## config.mk

```make
export PLATFORM = sky130hd
export DESIGN_NAME = qspi_flash_responder
export DESIGN_NICKNAME = d
export VERILOG_FILES = /design/src/rtl/qspi_pkg.sv /design/src/rtl/qspi_pin_sync.sv /design/src/rtl/qspi_flash_responder.sv
export SDC_FILE = /design/constraint.sdc
export NUM_CORES = 1
export LEC_CHECK = 0
export CELL_PAD_IN_SITES_DETAIL_PLACEMENT = 2
export CELL_PAD_IN_SITES_GLOBAL_PLACEMENT = 2
export CORE_UTILIZATION = 33
export CTS_BUF_LIST = sky130_fd_sc_hd__clkbuf_16
export DETAILED_ROUTE_END_ITERATION = 10
export GPL_TIMING_DRIVEN = 0
export PLACE_DENSITY = 0.83
export RECOVER_POWER = 100
export SLEW_MARGIN = 20
export SYNTH_ARGS = -nofsm -noshare
export SYNTH_HDL_FRONTEND = slang
export SYNTH_HIERARCHICAL = 1
export SYNTH_SLANG_ARGS = --single-unit
```

## constraint.sdc

```tcl
create_clock -name clk -period 2.1 [get_ports clk]
set_input_delay 0.525 -clock clk [delete_from_list [all_inputs] [get_ports clk]]
set_output_delay 0.525 -clock clk [all_outputs]
set_load 0.02 [all_outputs]
```

## src/rtl/qspi_pkg.sv

```systemverilog
// Shared types and constants for the QSPI flash responder and its bench peers.
package qspi_pkg;

    typedef enum logic [2:0] {
        IDLE,
        CMD,
        ADDR,
        MODE,
        DUMMY,
        DATA,
        IGNORE
    } state_t;

    localparam logic [7:0] CMD_QUAD_READ = 8'hEB;
    localparam logic [1:0] MODE_CONT     = 2'b10;

endpackage

```

## src/rtl/qspi_pin_sync.sv

```systemverilog
// Two-flop synchronisers for the SPI pins plus SCK rise/fall pulse generation
// on the system clock.
module qspi_pin_sync (
    input  logic       clk,
    input  logic       rst_n,
    input  logic       i_select,
    input  logic       i_sck,
    input  logic [3:0] i_data,
    output logic       o_select,
    output logic       o_sck_rise,
    output logic       o_sck_fall,
    output logic [3:0] o_data
);

    logic       r_sel_meta, r_sel_sync;
    logic       r_sck_meta, r_sck_sync, r_sck_prev;
    logic [3:0] r_data_meta, r_data_sync;

    // NOTE: select resets to its deasserted level so a reset never looks like
    // the start of a transaction.
    always_ff @(posedge clk or negedge rst_n) begin
        if (!rst_n) begin
            r_sel_meta  <= 1'b1;
            r_sel_sync  <= 1'b1;
            r_sck_meta  <= 1'b0;
            r_sck_sync  <= 1'b0;
            r_sck_prev  <= 1'b0;
            r_data_meta <= 4'h0;
            r_data_sync <= 4'h0;
        end else begin
            r_sel_meta  <= i_select;
            r_sel_sync  <= r_sel_meta;
            r_sck_meta  <= i_sck;
            r_sck_sync  <= r_sck_meta;
            r_sck_prev  <= r_sck_sync;
            r_data_meta <= i_data;
            r_data_sync <= r_data_meta;
        end
    end

    assign o_select   = r_sel_sync;
    assign o_data     = r_data_sync;
    assign o_sck_rise = r_sck_sync & ~r_sck_prev;
    assign o_sck_fall = ~r_sck_sync & r_sck_prev;

endmodule

```

## src/rtl/qspi_flash_responder.sv

```systemverilog
// QSPI flash responder: answers quad fast-read (0xEB) transactions from a
// synchronous byte memory, oversampling the SPI pins on the system clock.
module qspi_flash_responder
    import qspi_pkg::*;
#(
    parameter int         ADDR_BITS     = 24,
    parameter int         MEM_ADDR_BITS = 20,
    parameter int         DUMMY_CLOCKS  = 4,
    parameter logic [7:0] CMD_QUAD_READ = qspi_pkg::CMD_QUAD_READ
) (
    input  logic                     clk,
    input  logic                     rst_n,
    input  logic                     spi_select,
    input  logic                     spi_clk_in,
    input  logic [3:0]               spi_data_in,
    output logic [3:0]               spi_data_out,
    output logic [3:0]               spi_data_oe,
    output logic [MEM_ADDR_BITS-1:0] mem_addr,
    output logic                     mem_rd,
    input  logic [7:0]               mem_data,
    output logic                     busy,
    output logic                     cont_mode
);

    localparam logic [7:0] CMD_LAST   = 8'd7;
    localparam logic [7:0] ADDR_LAST  = 8'(ADDR_BITS / 4 - 1);
    localparam logic [7:0] DUMMY_LAST = 8'(DUMMY_CLOCKS - 1);

    logic       w_sel, w_rise, w_fall;
    logic [3:0] w_data;

    qspi_pin_sync u_pin_sync (
        .clk       (clk),
        .rst_n     (rst_n),
        .i_select  (spi_select),
        .i_sck     (spi_clk_in),
        .i_data    (spi_data_in),
        .o_select  (w_sel),
        .o_sck_rise(w_rise),
        .o_sck_fall(w_fall),
        .o_data    (w_data)
    );

    state_t                   r_state;
    logic [7:0]               r_cnt;
    logic [6:0]               r_cmd;
    logic [MEM_ADDR_BITS-1:0] r_addr;
    logic [1:0]               r_mode_hi;
    logic [7:0]               r_byte;
    logic                     r_nib_low;
    logic                     r_rd_d1;
    logic [3:0]               r_data_out, r_oe;
    logic [MEM_ADDR_BITS-1:0] r_mem_addr;
    logic                     r_mem_rd, r_busy, r_cont;

    // NOTE: all state uses non-blocking assignments so every register sees the
    // pre-edge values of the others, whatever the statement order.
    always_ff @(posedge clk or negedge rst_n) begin
        if (!rst_n) begin
            r_state    <= IDLE;
            r_cnt      <= 8'd0;
            r_cmd      <= 7'd0;
            r_addr     <= '0;
            r_mode_hi  <= 2'b00;
            r_byte     <= 8'h00;
            r_nib_low  <= 1'b0;
            r_rd_d1    <= 1'b0;
            r_data_out <= 4'h0;
            r_oe       <= 4'h0;
            r_mem_addr <= '0;
            r_mem_rd   <= 1'b0;
            r_busy     <= 1'b0;
            r_cont     <= 1'b0;
        end else begin
            r_mem_rd <= 1'b0;
            r_rd_d1  <= r_mem_rd;
            if (r_rd_d1) r_byte <= mem_data;

            if (w_sel) begin
                r_state <= IDLE;
                r_oe    <= 4'h0;
                r_busy  <= 1'b0;
            end else begin
                case (r_state)
                    IDLE: begin
                        r_busy  <= 1'b1;
                        r_cnt   <= 8'd0;
                        r_state <= r_cont ? ADDR : CMD;
                    end
                    CMD: if (w_rise) begin
                        r_cmd <= {r_cmd[5:0], w_data[0]};
                        if (r_cnt == CMD_LAST) begin
                            r_cnt   <= 8'd0;
                            r_state <= ({r_cmd, w_data[0]} == CMD_QUAD_READ) ? ADDR : IGNORE;
                        end else begin
                            r_cnt <= r_cnt + 8'd1;
                        end
                    end
                    ADDR: if (w_rise) begin
                        // Nibbles above the memory width simply shift out the top.
                        r_addr <= {r_addr[MEM_ADDR_BITS-5:0], w_data};
                        if (r_cnt == ADDR_LAST) begin
                            r_cnt   <= 8'd0;
                            r_state <= MODE;
                        end else begin
                            r_cnt <= r_cnt + 8'd1;
                        end
                    end
                    MODE: if (w_rise) begin
                        if (r_cnt == 8'd0) begin
                            r_mode_hi <= w_data[1:0];
                            r_cnt     <= 8'd1;
                        end else begin
                            r_cont     <= (r_mode_hi == MODE_CONT);
                            r_mem_addr <= r_addr;
                            r_mem_rd   <= 1'b1;
                            r_cnt      <= 8'd0;
                            r_state    <= DUMMY;
                        end
                    end
                    DUMMY: if (w_rise) begin
                        if (r_cnt == DUMMY_LAST) begin
                            r_nib_low <= 1'b0;
                            r_state   <= DATA;
                        end else begin
                            r_cnt <= r_cnt + 8'd1;
                        end
                    end
                    DATA: if (w_fall) begin
                        r_oe <= 4'hF;
                        if (!r_nib_low) begin
                            r_data_out <= r_byte[7:4];
                            r_nib_low  <= 1'b1;
                        end else begin
                            // Fetch the next byte while its predecessor's low nibble is on the pins.
                            r_data_out <= r_byte[3:0];
                            r_nib_low  <= 1'b0;
                            r_mem_addr <= r_mem_addr + 1'b1;
                            r_mem_rd   <= 1'b1;
                        end
                    end
                    IGNORE: r_oe <= 4'h0;
                    default: r_state <= IDLE;
                endcase
            end
        end
    end

    assign spi_data_out = r_data_out;
    assign spi_data_oe  = r_oe;
    assign mem_addr     = r_mem_addr;
    assign mem_rd       = r_mem_rd;
    assign busy         = r_busy;
    assign cont_mode    = r_cont;

endmodule

```

==> flow_summary_export.csv <==
group,metric,value,unit
placed_design,place_congestion,0.8424,
global_route,grt_overflow,0,
yosys,ys_types,61,
clocking,cts-root-buf,"clkbuf_16",
yosys,ys_ff_latch,91,
cells_and_area,diodes,0,
setup_path,cp_data_required_time,2340,ps
setup_path,crit_type,"reg -> reg",
drt,vias,3599,
clocking,clock_latency,360,ps
sta,finalCritPeriodShare,101.8,%
die,rows,41,
placed_design,placed_cells,619,
yosys,syn-num-nets,420,
placed_design,io_buffers,46,
global_route,grt.total_usage,20.62,%
clocking,htree_levels,3,
placed_design,hpwl,8721,µm
drt,drcViolationCount,0,
global_route,grt_pass1_vias,3986,
sta,max_freq,467.6,MHz
cells_and_area,finalInstanceArea,0.005602,mm²
cells_and_area,drive_above_1_share,25.68,%
sta,finalMaxSlewViolations,28,
clocking,cts_buffer_depth,2,
global_route,grt_max_degree,65,
cells_and_area,final_util,44.03,%
setup_path,critPathLaunchType,"register",
die,start_util,33.99,%
sta,clock_skew,10.37,ps
pwr,powerDensity,1015,mW/mm²
yosys,synth_edf_count,0,
placed_design,place_area,0.005029,mm²
die,die_h,116.5,µm
yosys,synth_area,0.004324,mm²
cells_and_area,nNetsFinal,495,
cells_and_area,area_growth,29.54,%
sta,worst_pin_slew,1691,ps
drt,drt_wl_total,13620,µm
cells_and_area,fin_cells,651,
yosys,ys.flop_type,"dfrtp_1",
sta,holdWs,347.1,ps
cells_and_area,final_common_cell,"dfrtp_1",
die,dieArea,0.01357,mm²
cells_and_area,final_cell_mix,"85 x dfrtp_1, 38 x clkdlybuf4s50_1, 37 x mux2_2",
yosys,syn_inst,400,
clocking,cts_num_sinks,91,
drt,firstDrtPassIters,4,
sta,worst_slack,-38.81,ps
drt,wl_per_cell,20.92,µm
yosys,seq_area_frac_synth,52.72,%
pwr,power.leakage,2.498,nW
die,coreArea,0.01272,mm²
run,drv_cap,1,
outcome,outcome,"finished, violations left",
clocking,clkSlewWorstSetupHoldPaths,70,ps
clocking,cts_tree,"done",
sta,report.final.setup_viol,1,
die,die_width,116.5,µm
drt,via_per_inst,5.528,
setup_path,crit_fanout,4,
sta,relSlewSlack,-12.70,%
global_route,antenna_found_initial,0,
min_path,hp-class,"reg -> reg",
pwr,irDropWorstVdd,0.4510,mV
sta,hold_viol,0,
cells_and_area,fillers,1347,
yosys,synthArstFlopShare,100.0,%
outcome,violations,"max-capacitance violations, max-slew violations, negative setup slack",
setup_path,endpoint_kind,"register",
drt,drt_iter0_drc,160,
yosys,yosys_warnings,6,
yosys,avgSynthCellArea,10.81,µm²
sta,rsz0062_at_grt,"yes",
clocking,cts-buffers-inserted,9,
global_route,grt_pass1_wl,20870,µm
drt,postRouteAntennaNets,0,
sta,period_needed,2139,ps
die,ioPinCount,47,
setup_path,arrival,2380,ps
[synth_stat cells, drive strengths merged, types with 3 or more instances]
cell type	instances	area, µm²
nor3b	3	22.52
nor2	25	93.84
o21ai	27	135.1
inv	14	52.55
nor4	4	37.53
nand2	31	116.4
mux2i	7	70.07
a22oi	3	22.52
and3	7	43.79
a21o	5	37.54
a2bb2oi	5	43.79
buf	12	81.32
clkbuf	11	41.29
a21oi	24	123.9
ha	4	50.05
o22ai	7	43.79
nor3	7	45.04
dfrtp	89	2227
a22o	5	43.79
nand4	4	25.02
nand3	21	105.1
mux2	38	427.9
a31oi	8	50.05
nor2b	5	38.78
[per-layer routing]
| metal | track usage (%) | part of all wire, % |
|---|---|---|
| met3 | 3.529 | 2.3 |
| met5 | 0 | 0 |
| met1 | 24.58 | 43 |
| met2 | 36.49 | 52 |
| met4 | 8.974 | 2.6 |
[power breakdown]
| group | switching [W] | internal (W) | leakage (nW) |
|---|---|---|---|
| Combinational | 0.00101 | 0.000812 | 1.15 |
| Clock | 0.000706 | 0.000918 | 0.142 |
| Sequential | 0.000233 | 0.00201 | 1.21 |
[cell type report]
type	instances	area, µm²	area share, %
Sequential cell	91	2285	40.79
Multi-Input combinational cell	272	1994	35.60
Timing Repair Buffer	65	619.3	11.06
Clock buffer	9	225.2	4.021
Tap cell	172	215.2	3.842
Buffer	22	142.6	2.546
Clock inverter	6	65.06	1.161
Inverter	14	55.05	0.9828
[kinds of logic after synthesis]
logic type	synth area share [%]
buf+inv	4.051
mux	11.52
flops	52.72
compound gates	15.51
simple gates	14.81
fa+ha+maj	1.389
[flip-flops by register name (all words and copies together) (netlist names)]
register and cells:
mem_addr 20, u_pin_sync/r_sel_meta 1, mem_rd 1, r_cmd 7
r_cnt 8, u_pin_sync/r_sck_meta 1, r_byte 8, r_mode_hi 2
r_addr 20, busy 1, u_pin_sync/o_data 4, spi_data_oe 1
u_pin_sync/r_data_meta 4, u_pin_sync/o_select 1, spi_data_out 4, r_rd_d1 1
cont_mode 1, u_pin_sync/r_sck_prev 1, u_pin_sync/r_sck_sync 1, r_state 3
r_nib_low 1
[stage by stage]
step	setup TNS (ps)	total power [W]	setup slack (ps)
6_report	-38.81	0.005688	-38.81
5_1_grt	-1557	0.005966	-77.80
4_1_cts	0	0.005655	0.6013
3_5_place_dp	-7415	0.003868	-363.1
3_3_place_gp	-259910	0.003756	-2825
2_1_floorplan	0	0.003266	89.19
[worst max-delay path, cell delays in order (launching register included)]
cell and delay, ps:
dfrtp_1 410, inv_1 140, ha_1 210, nand4_1 250, a32oi_4 410, buf_4 170, buf_4 100, a21oi_1 30
o2bb2a_1 300
[path summary, 6_finish.rpt]
check / from / end / slack (ps) / cells after the start
setup / recovery: r_cnt[0] / mem_addr[10] / -40 / 8
hold / removal: u_pin_sync/r_data_meta[3] / u_pin_sync/o_data[3] / 350 / 0
setup reg to reg: r_cnt[0] / mem_addr[10] / -40 / 8
hold reg to reg: u_pin_sync/r_data_meta[3] / u_pin_sync/o_data[3] / 350 / 0
max in group asynchronous: rst_n / mem_addr[1] / 390 / 1
min in group asynchronous: rst_n / mem_addr[19] / 590 / 1
[repair_timing]
item / CTS / global route
hold buffers: 0 / 0
setup endpoints to repair: 51 / 33
gates resized for setup: 27 / 26
setup buffers: 9 / 9
pin swaps: 4 / 9
(Power assumes the default switching activity.)
